$ cat src/rtl/rob_port_arbiter.sv
// rob_port_arbiter: shares the two ROB write ports among three writeback
// requesters (r0 = ALU, r1 = MEM, r2 = MUL). Up to two requests are granted per
// cycle in round-robin order. Each grant is registered into a per-port output
// stage that holds its request until the ROB accepts it.
module rob_port_arbiter #(
    parameter int REGISTER_SIZE    = 32,
    parameter int REG_ADDRESS_SIZE = 5,
    parameter int ID_SIZE          = 1
) (
    input  logic                        clk,
    input  logic                        reset,

    input  logic [ID_SIZE-1:0]          r0_id,
    input  logic [REG_ADDRESS_SIZE-1:0] r0_address,
    input  logic [REGISTER_SIZE-1:0]    r0_data,
    input  logic                        r0_w,
    input  logic                        r0_req,
    output logic                        r0_stall,

    input  logic [ID_SIZE-1:0]          r1_id,
    input  logic [REG_ADDRESS_SIZE-1:0] r1_address,
    input  logic [REGISTER_SIZE-1:0]    r1_data,
    input  logic                        r1_w,
    input  logic                        r1_req,
    output logic                        r1_stall,

    input  logic [ID_SIZE-1:0]          r2_id,
    input  logic [REG_ADDRESS_SIZE-1:0] r2_address,
    input  logic [REGISTER_SIZE-1:0]    r2_data,
    input  logic                        r2_w,
    input  logic                        r2_req,
    output logic                        r2_stall,

    output logic [ID_SIZE-1:0]          rob1_id,
    output logic [REG_ADDRESS_SIZE-1:0] rob1_address,
    output logic [REGISTER_SIZE-1:0]    rob1_data,
    output logic                        rob1_w,
    output logic                        rob1_req,
    input  logic                        rob1_stall,

    output logic [ID_SIZE-1:0]          rob2_id,
    output logic [REG_ADDRESS_SIZE-1:0] rob2_address,
    output logic [REGISTER_SIZE-1:0]    rob2_data,
    output logic                        rob2_w,
    output logic                        rob2_req,
    input  logic                        rob2_stall
);

    localparam int PW = ID_SIZE + REG_ADDRESS_SIZE + REGISTER_SIZE + 1;

    // Requester payloads packed as {id, address, data, w}
    logic [PW-1:0] pay [3];
    logic [2:0]    req_vec;
    logic [2:0]    win;
    logic [2:0]    stall_vec;

    assign pay[0]  = {r0_id, r0_address, r0_data, r0_w};
    assign pay[1]  = {r1_id, r1_address, r1_data, r1_w};
    assign pay[2]  = {r2_id, r2_address, r2_data, r2_w};
    assign req_vec = {r2_req, r1_req, r0_req};

    // Output stages and round-robin pointer
    logic [PW-1:0] stage1_reg, stage2_reg;
    logic          valid1_reg, valid2_reg;
    logic [1:0]    rr_ptr_reg, rr_ptr_next;

    assign {rob1_id, rob1_address, rob1_data, rob1_w} = stage1_reg;
    assign {rob2_id, rob2_address, rob2_data, rob2_w} = stage2_reg;
    assign rob1_req = valid1_reg;
    assign rob2_req = valid2_reg;

    // A stage is free when empty or when it drains at this edge
    logic       free1, free2;
    logic [1:0] free_cnt;
    assign free1    = !valid1_reg || !rob1_stall;
    assign free2    = !valid2_reg || !rob2_stall;
    assign free_cnt = {1'b0, free1} + {1'b0, free2};

    // Requesters are held off while in reset and whenever they did not win
    genvar gi;
    generate
        for (gi = 0; gi < 3; gi++) begin : g_stall
            assign stall_vec[gi] = !reset || (req_vec[gi] && !win[gi]);
        end
    endgenerate
    assign r0_stall = stall_vec[0];
    assign r1_stall = stall_vec[1];
    assign r2_stall = stall_vec[2];

    logic [1:0] nwin, first_idx, second_idx, last_idx;
    logic [2:0] scan;

    // Round-robin scan from rr_ptr: the first min(free slots, candidates) win
    always_comb begin
        win        = '0;
        nwin       = 2'd0;
        first_idx  = 2'd0;
        second_idx = 2'd0;
        last_idx   = rr_ptr_reg;
        scan       = 3'd0;
        for (int i = 0; i < 3; i++) begin
            scan = {1'b0, rr_ptr_reg} + 3'(i);
            if (scan >= 3'd3) scan = scan - 3'd3;
            if (req_vec[scan[1:0]] && (nwin < free_cnt)) begin
                win[scan[1:0]] = 1'b1;
                if (nwin == 2'd0) first_idx = scan[1:0];
                else              second_idx = scan[1:0];
                last_idx = scan[1:0];
                nwin     = nwin + 2'd1;
            end
        end
        rr_ptr_next = rr_ptr_reg;
        if (nwin != 2'd0) rr_ptr_next = (last_idx == 2'd2) ? 2'd0 : last_idx + 2'd1;
    end

    // First winner goes to port 1 when free, otherwise port 2; a second winner
    // only exists when both ports are free and always lands on port 2.
    logic          load1, load2;
    logic [PW-1:0] load2_pay;
    assign load1     = free1 && (nwin != 2'd0);
    assign load2     = free1 ? (nwin == 2'd2) : (free2 && (nwin != 2'd0));
    assign load2_pay = free1 ? pay[second_idx] : pay[first_idx];

    // Stage registers: load a winner, clear on drain, otherwise hold
    always_ff @(posedge clk or negedge reset) begin
        if (!reset) begin
            stage1_reg <= '0;
            stage2_reg <= '0;
            valid1_reg <= 1'b0;
            valid2_reg <= 1'b0;
            rr_ptr_reg <= 2'd0;
        end else begin
            rr_ptr_reg <= rr_ptr_next;
            if (load1) begin
                stage1_reg <= pay[first_idx];
                valid1_reg <= 1'b1;
            end else if (free1) begin
                valid1_reg <= 1'b0;
            end
            if (load2) begin
                stage2_reg <= load2_pay;
                valid2_reg <= 1'b1;
            end else if (free2) begin
                valid2_reg <= 1'b0;
            end
        end
    end

endmodule

$ cat config.mk
export PLATFORM = sky130hd
export DESIGN_NAME = rob_port_arbiter
export DESIGN_NICKNAME = d
export VERILOG_FILES = /design/src/rtl/rob_port_arbiter.sv
export SDC_FILE = /design/constraint.sdc
export NUM_CORES = 1
export LEC_CHECK = 0
export BUFFER_PORTS_ARGS = -buffer_cell sky130_fd_sc_hd__buf_2
export CAP_MARGIN = 20
export CORE_MARGIN = 1.5
export CORE_UTILIZATION = 45
export DETAILED_ROUTE_END_ITERATION = 10
export GPL_TIMING_DRIVEN = 0
export PLACE_DENSITY = 0.82
export SYNTH_ARGS = -nofsm -noshare
export SYNTH_HDL_FRONTEND = slang
export SYNTH_SLANG_ARGS = --single-unit
$ cat constraint.sdc
create_clock -name clk -period 11.75 [get_ports clk]
set_input_delay 2.35 -clock clk [delete_from_list [all_inputs] [get_ports clk]]
set_output_delay 2.35 -clock clk [all_outputs]
set_load 0.03 [all_outputs]
Word-level counts from Yosys, hierarchy flattened
Index checks and enable logic that the tools add are counted.
- add/subtract/negate cells: 9
- reductions and logical operators: 29
- eq/ne operators: 2
- $lt $le $gt $ge: 14
- bitwise operators: 4
- multiplexer cells: 46
- operator list (cell ; count):
    39-bit two-way mux ; 5
    39-bit binary-select mux with 2-bit select ; 2
    2-bit two-way mux ; 18
    1-bit two-way mux ; 12
    1-bit logical AND ; 11
    2-bit by 3-bit < comparator with 1-bit output, second input constant ; 3
    3-bit two-way mux ; 3
    1-bit zero test ; 8
    2-bit by 1-bit adder with 2-bit output, second input constant ; 3
    1-bit binary-select mux with 2-bit select ; 3
    1-bit demux with 2-bit select ; 3
    2-bit by 1-bit >= comparator with 1-bit output, second input constant ; 3
    3-bit by 2-bit >= comparator with 1-bit output, second input constant ; 2
    3-bit >= comparator, second input constant ; 2
    2-bit NOT with 3-bit output ; 2
    3-bit bitwise OR ; 2
    2-bit nonzero test ; 3
    2-bit subtractor, second input constant ; 3
    1-bit logical OR ; 5
    2-bit == test, second input constant ; 2
    2-bit zero test ; 2
    2-bit < comparator ; 2
    2-bit by 1-bit adder with 3-bit output, second input constant ; 1
    2-bit by 2-bit adder with 3-bit output, second input constant ; 1
    3 further kinds ; 3
- input port bits: 124
- output and inout port bits: 83
- word-level logic and storage cells: 109
- flip-flop bits (word level): 82

Logic depth before layout (Yosys ltp)
- word-level depth: 17
- depth in mapped cells: 19
- gate-level depth less buffers: 16

Worst setup path before layout
Ideal clock, no wire load.
- path type: input-to-output
- start: in rob1_stall
- end: out r0_stall
- path slack: 4.194 ns
- buffers on the path: 2
- cell stages on the path: 16
- arrival: 5.206 ns
- path through: nand2_1 -> inv_1 -> ha_1 -> a221oi_4 -> inv_4 -> a21oi_1 -> nor2_1 -> inv_1 -> ha_1 -> nand2b_1 -> o211a_4 -> buf_6 -> buf_2 -> nor2_1 -> a221o_1 -> nand2_1
- word-level cells in the longest chain between the ends: 15
- elaborated cells on any way between the ends: 20
- those cells by class: add/sub (2); order compare (3); mux (5); bitwise (2); reduce/logical (8)
- RTL lines (what ; RTL line ; source):
    start, declared ; 39 ; input logic rob1_stall,
    1-bit zero test (*) ; 75 ; assign free1 = !valid1_reg || !rob1_stall;
    1-bit logical OR (*) ; 75 ;
    1-bit by 1-bit adder with 2-bit output (*) ; 77 ; assign free_cnt = {1'b0, free1} + {1'b0, free2};
    1-bit by 2-bit < comparator with 1-bit output ; 104 ; if (req_vec[scan[1:0]] && (nwin < free_cnt)) begin
    1-bit logical AND ; 104 ;
    1-bit two-way mux ; 104 ;
    2-bit < comparator ; 104 ;
    1-bit logical AND ; 104 ;
    2-bit two-way mux ; 104 ;
    2-bit < comparator ; 104 ;
    1-bit logical AND ; 104 ;
    3-bit two-way mux (*) ; 104 ;
    1-bit zero test (*) ; 83 ; assign stall_vec[gi] = !reset || (req_vec[gi] && !win[gi]);
    1-bit logical AND (*) ; 83 ;
    1-bit logical OR (*) ; 83 ;
    end, declared ; 18 ; output logic r0_stall,
Every way passes the cells marked *; elsewhere a longest branch is shown, timed or not.

Final worst setup path
- start: in rob1_stall
- end: out r1_stall
- word-level cells in the longest chain between the ends: 15
- elaborated cells on any way between the ends: 20
- those cells by class: add/sub (2); order compare (3); mux (5); bitwise (2); reduce/logical (8)
- RTL lines (what ; RTL line ; source):
    1-bit zero test (*) ; 75 ;
    1-bit logical OR (*) ; 75 ;
    1-bit by 1-bit adder with 2-bit output (*) ; 77 ;
    1-bit by 2-bit < comparator with 1-bit output ; 104 ;
    1-bit logical AND ; 104 ;
    1-bit two-way mux ; 104 ;
    2-bit < comparator ; 104 ;
    1-bit logical AND ; 104 ;
    2-bit two-way mux ; 104 ;
    2-bit < comparator ; 104 ;
    1-bit logical AND ; 104 ;
    3-bit two-way mux (*) ; 104 ;
    1-bit zero test (*) ; 83 ;
    1-bit logical AND (*) ; 83 ;
    1-bit logical OR (*) ; 83 ;
    end, declared ; 25 ; output logic r1_stall,
Marks and branches as above.

==> results by stage <==
Status:
- The flow ran to the end, and the final reports show no timing, DRC or antenna violations.

Detailed routing:
- The routed wire length on met3 is 2138 microns.
- The via count is 7495.
- The met1 wire length is 9940 microns.
- The post-route DRC violation count is 0.
- The highest layer used for signal routing is met4.
- After detailed routing, the total wire length is 24120 microns.
- The first detailed-routing pass ran for 6 iterations.
- The average wire per cell in the routed design is 20.33 microns.
- The remaining antenna violation count after routing is 0.
- Detailed routing placed a total of 11260 microns of wire on met2.
- The detailed router finished its first iteration with 735 violations.
- The via-per-instance ratio is 6.320.

Setup path:
- Traced cell by cell, the critical path runs through buf_2, nand2_1, inv_1, ha_1, a221oi_4, inv_4, a21oi_1, nor2_1, inv_1, ha_1, nand2b_1, o211a_4, buf_6, buf_2, nor2_1, nand2_1, o2111ai_1, nand2_1, buf_2.
- The critical path contains buffers and inverters numbering 7 combined.
- The worst setup path is of the in -> out kind.
- In this design, the largest share of critical-path delay is due to simple AND/OR/NAND/NOR gates.
- The kind of capture point of the worst setup path is an output port.
- In this design, the stage delay of the slowest critical-path cell is 0.45 ns.
- The cell type of the slowest stage on the worst timing path is sky130_fd_sc_hd__a221oi_4.
- The required time of the critical path is 9.40 ns.
- Of all nets on the critical path, the largest fanout is 10.
- The nature of the critical path startpoint is an input pin.
- The data arrival time of the worst path is 6.05 ns.

Floorplan:
- Measured along the y axis, the die boundary spans 124.6 microns.
- The overall die width is 124.6 microns.
- After floorplanning, the core was divided into 44 placement rows.
- For this configuration, the core starts out at a cell density of 0.4597.
- During I/O placement, the number of pins put on the boundary was 207.
- The core region is 0.01448 sq mm.
- The die covers 0.01553 sq mm.

GRT:
- The first-pass GRT wire length is 38260 microns.
- Entering global routing, the biggest net connects 45 pins.
- The overflow left after global routing is 0.
- The overall routing resource usage is 0.3048.
- The number of global-route vias before repair is 7135.
- The number of antenna violations at the first check in global routing came to 0.

Layout:
- The net count of the finished layout is 1128.
- 0 antenna diodes ended up in the layout.
- The layout cell share with drive strength beyond 1 is 0.3194.
- The signed area change from the synthesized netlist to the final layout is 24.15%.

Flow run:
- Max-cap violations in this run came to 0.

Yosys:
- Among all flip-flop cells after synthesis, the most frequent one is sky130_fd_sc_hd__dfrtp_1.
- The number of nets in the synthesized netlist is 910.
- Counting every instance in the synthesized netlist gives 779.
- The count of flip-flops with a built-in enable after synthesis is 0.
- The synthesized area divided by synthesized cell count is 8.545 sq um.
- The count of different cell masters after synthesis is 52.
- The post-synthesis register bit count is 82.
- The proportion of synthesized flip-flops having asynchronous set or reset is 1.000.
- After synthesis the cells add up to 0.006656 sq mm.
- For this run, the register share of the synthesized area comes to 0.3083.
- The Yosys warning count is 0.

Clock network:
- The clock net in this run drives a total of 82 sinks.
- The insertion delay of the later-clocked pin in the worst-skew pair is 0.35 ns.
- The clock-pin slew of the registers on the worst-case setup and hold paths is 0.06 ns.
- Counting the buffers created by CTS gives 9.
- The number of resized instances in the post-cts repair step is 0.
- The buffer count from post-CTS setup fixing is 0.
- TritonCTS built the clock tree.
- The root buffer cell is sky130_fd_sc_hd__clkbuf_16.
- The H-tree depth is 3.
- In this run the deepest clock path goes through 2 buffers.
- In this run, post-CTS hold repair placed 0 buffers.

STA:
- The slew at the pin closest to its max-slew limit is 0.7679 ns.
- Setup repair after global routing left no endpoint under its margin.
- The summed negative setup slack over all endpoints is 0 ns.
- The setup violation total in the final timing report is 0.
- The worst-case headroom to the max-slew limit is 0.4825.
- The number of hold violations in the final report is 0.
- The smallest clock period supported by the final layout is computed as 8.396 ns.
- The worst clock skew is 0.01206 ns.
- The max-slew violation count is 0.
- For this run, the top clock speed supported by timing is 0.1191 GHz.
- The share of the clock period used by the worst path is 0.7146.

Place:
- Port buffering added 206 buffers.
- Routability-driven placement finished with a final weighted congestion of 0.9299.
- The HPWL after detailed placement is 17450 microns.

Worst hold path:
- The worst hold path belongs to the class reg -> reg.
==> metrics by stage <==
step / hold WS (ns) / instances / area [sq um] / worst slack [ns] / util
global route: 0.5031 / 1186 / 8264 / 3.090 / 0.5708
detailed placement: 0.4784 / 1170 / 7948 / 3.390 / 0.5489
global placement: 0.4713 / 1169 / 7918 / 3.268 / 0.5468
floorplan: 0.4968 / 779 / 6656 / 4.194 / -
finish: 0.4909 / 1186 / 8264 / 3.354 / 0.5708
CTS: 0.4926 / 1186 / 8264 / 3.390 / 0.5708
==> routing by layer <==
layer,global-route usage,up-vias
met4,0.1521,0
met2,0.4913,484
met1,0.4037,3572
met5,0,-
met3,0.03823,63
li1,-,3376
==> worst register-to-register path, stage by stage (launching register included) <==
cell and delay (ns):
sky130_fd_sc_hd__dfrtp_1 0.40, sky130_fd_sc_hd__inv_1 0.10, sky130_fd_sc_hd__ha_1 0.19, sky130_fd_sc_hd__buf_2 0.17, sky130_fd_sc_hd__a21oi_1 0.24, sky130_fd_sc_hd__a221oi_4 0.16
sky130_fd_sc_hd__inv_4 0.15, sky130_fd_sc_hd__a21oi_1 0.08, sky130_fd_sc_hd__nor2_1 0.37, sky130_fd_sc_hd__inv_1 0.15, sky130_fd_sc_hd__ha_1 0.33, sky130_fd_sc_hd__nand2b_1 0.23
sky130_fd_sc_hd__o31a_1 0.27, sky130_fd_sc_hd__nand4_1 0.10, sky130_fd_sc_hd__a21boi_1 0.34, sky130_fd_sc_hd__buf_2 0.31, sky130_fd_sc_hd__clkbuf_1 0.45, sky130_fd_sc_hd__nand2_1 0.12
sky130_fd_sc_hd__a311oi_1 0.31, sky130_fd_sc_hd__a221o_1 0.15
==> cells by family (layout without fill, tap and decap cells) <==
logic type | count (synthesis) | in the layout | share of synthesized area
compound gates | 272 | 272 | 0.3545
fa+ha+maj | 7 | 7 | 0.01316
buf+inv | 93 | 316 | 0.06447
flops | 82 | 82 | 0.3083
mux | 46 | 46 | 0.07782
simple gates | 279 | 279 | 0.1818
==> layout make-up <==
class	count	area, sq um
Buffer	82	385.4
Clock buffer	10	229.0
Clock inverter	6	87.58
Fill cell	1330	6215
Inverter	11	43.79
Multi-Input combinational cell	604	4175
Sequential cell	82	2052
Tap cell	184	230.2
Timing Repair Buffer	207	1061
==> synth_stat cells, drive strengths merged (3+ instances only) <==
master    n  area share
nand2   175       0.099
dfrtp    82        0.31
o211ai   81        0.10
nor2     49       0.028
clkbuf   44       0.025
nand2b   43       0.042
a221o    40       0.060
mux2     40       0.068
a211o    39       0.051
a22o     39       0.051
a311oi   39       0.051
buf      38       0.033
inv      11      0.0066
o21ai    11      0.0083
ha        7       0.013
a21oi     6      0.0045
mux2i     6      0.0096
o31ai     3      0.0034
==> cells in the final DEF (no fill, tap or decap), drive strengths merged, types with 2 or more instances in the layout <==
master / n
o211ai: 81
or2: 2
dfrtp: 82
mux2i: 6
nand2: 175
nand2b: 43
a211o: 39
o31ai: 3
a21oi: 6
inv: 13
a311oi: 39
nor2: 49
a221o: 40
mux2: 40
buf: 245
o41ai: 2
o21ai: 11
clkbuf: 54
a22o: 39
o21a: 2
clkinv: 2
ha: 7
nand4: 2
bufinv: 2
==> final timing paths <==
check                               start              to  slack [ns]  depth (start not counted)
setup / recovery               rob1_stall        r1_stall        3.35                         19
hold / removal             stage1_reg[38]  stage1_reg[38]        0.49                          1
setup reg to reg            rr_ptr_reg[0]  stage2_reg[34]        7.09                         19
hold reg to reg            stage1_reg[38]  stage1_reg[38]        0.49                          1
max in group asynchronous           reset   stage1_reg[6]        9.14                          2
min in group asynchronous           reset  stage1_reg[13]        1.99                          1
Power is not shown: default switching activity piles up to over one toggle a cycle in this logic, so the estimate is an artifact.
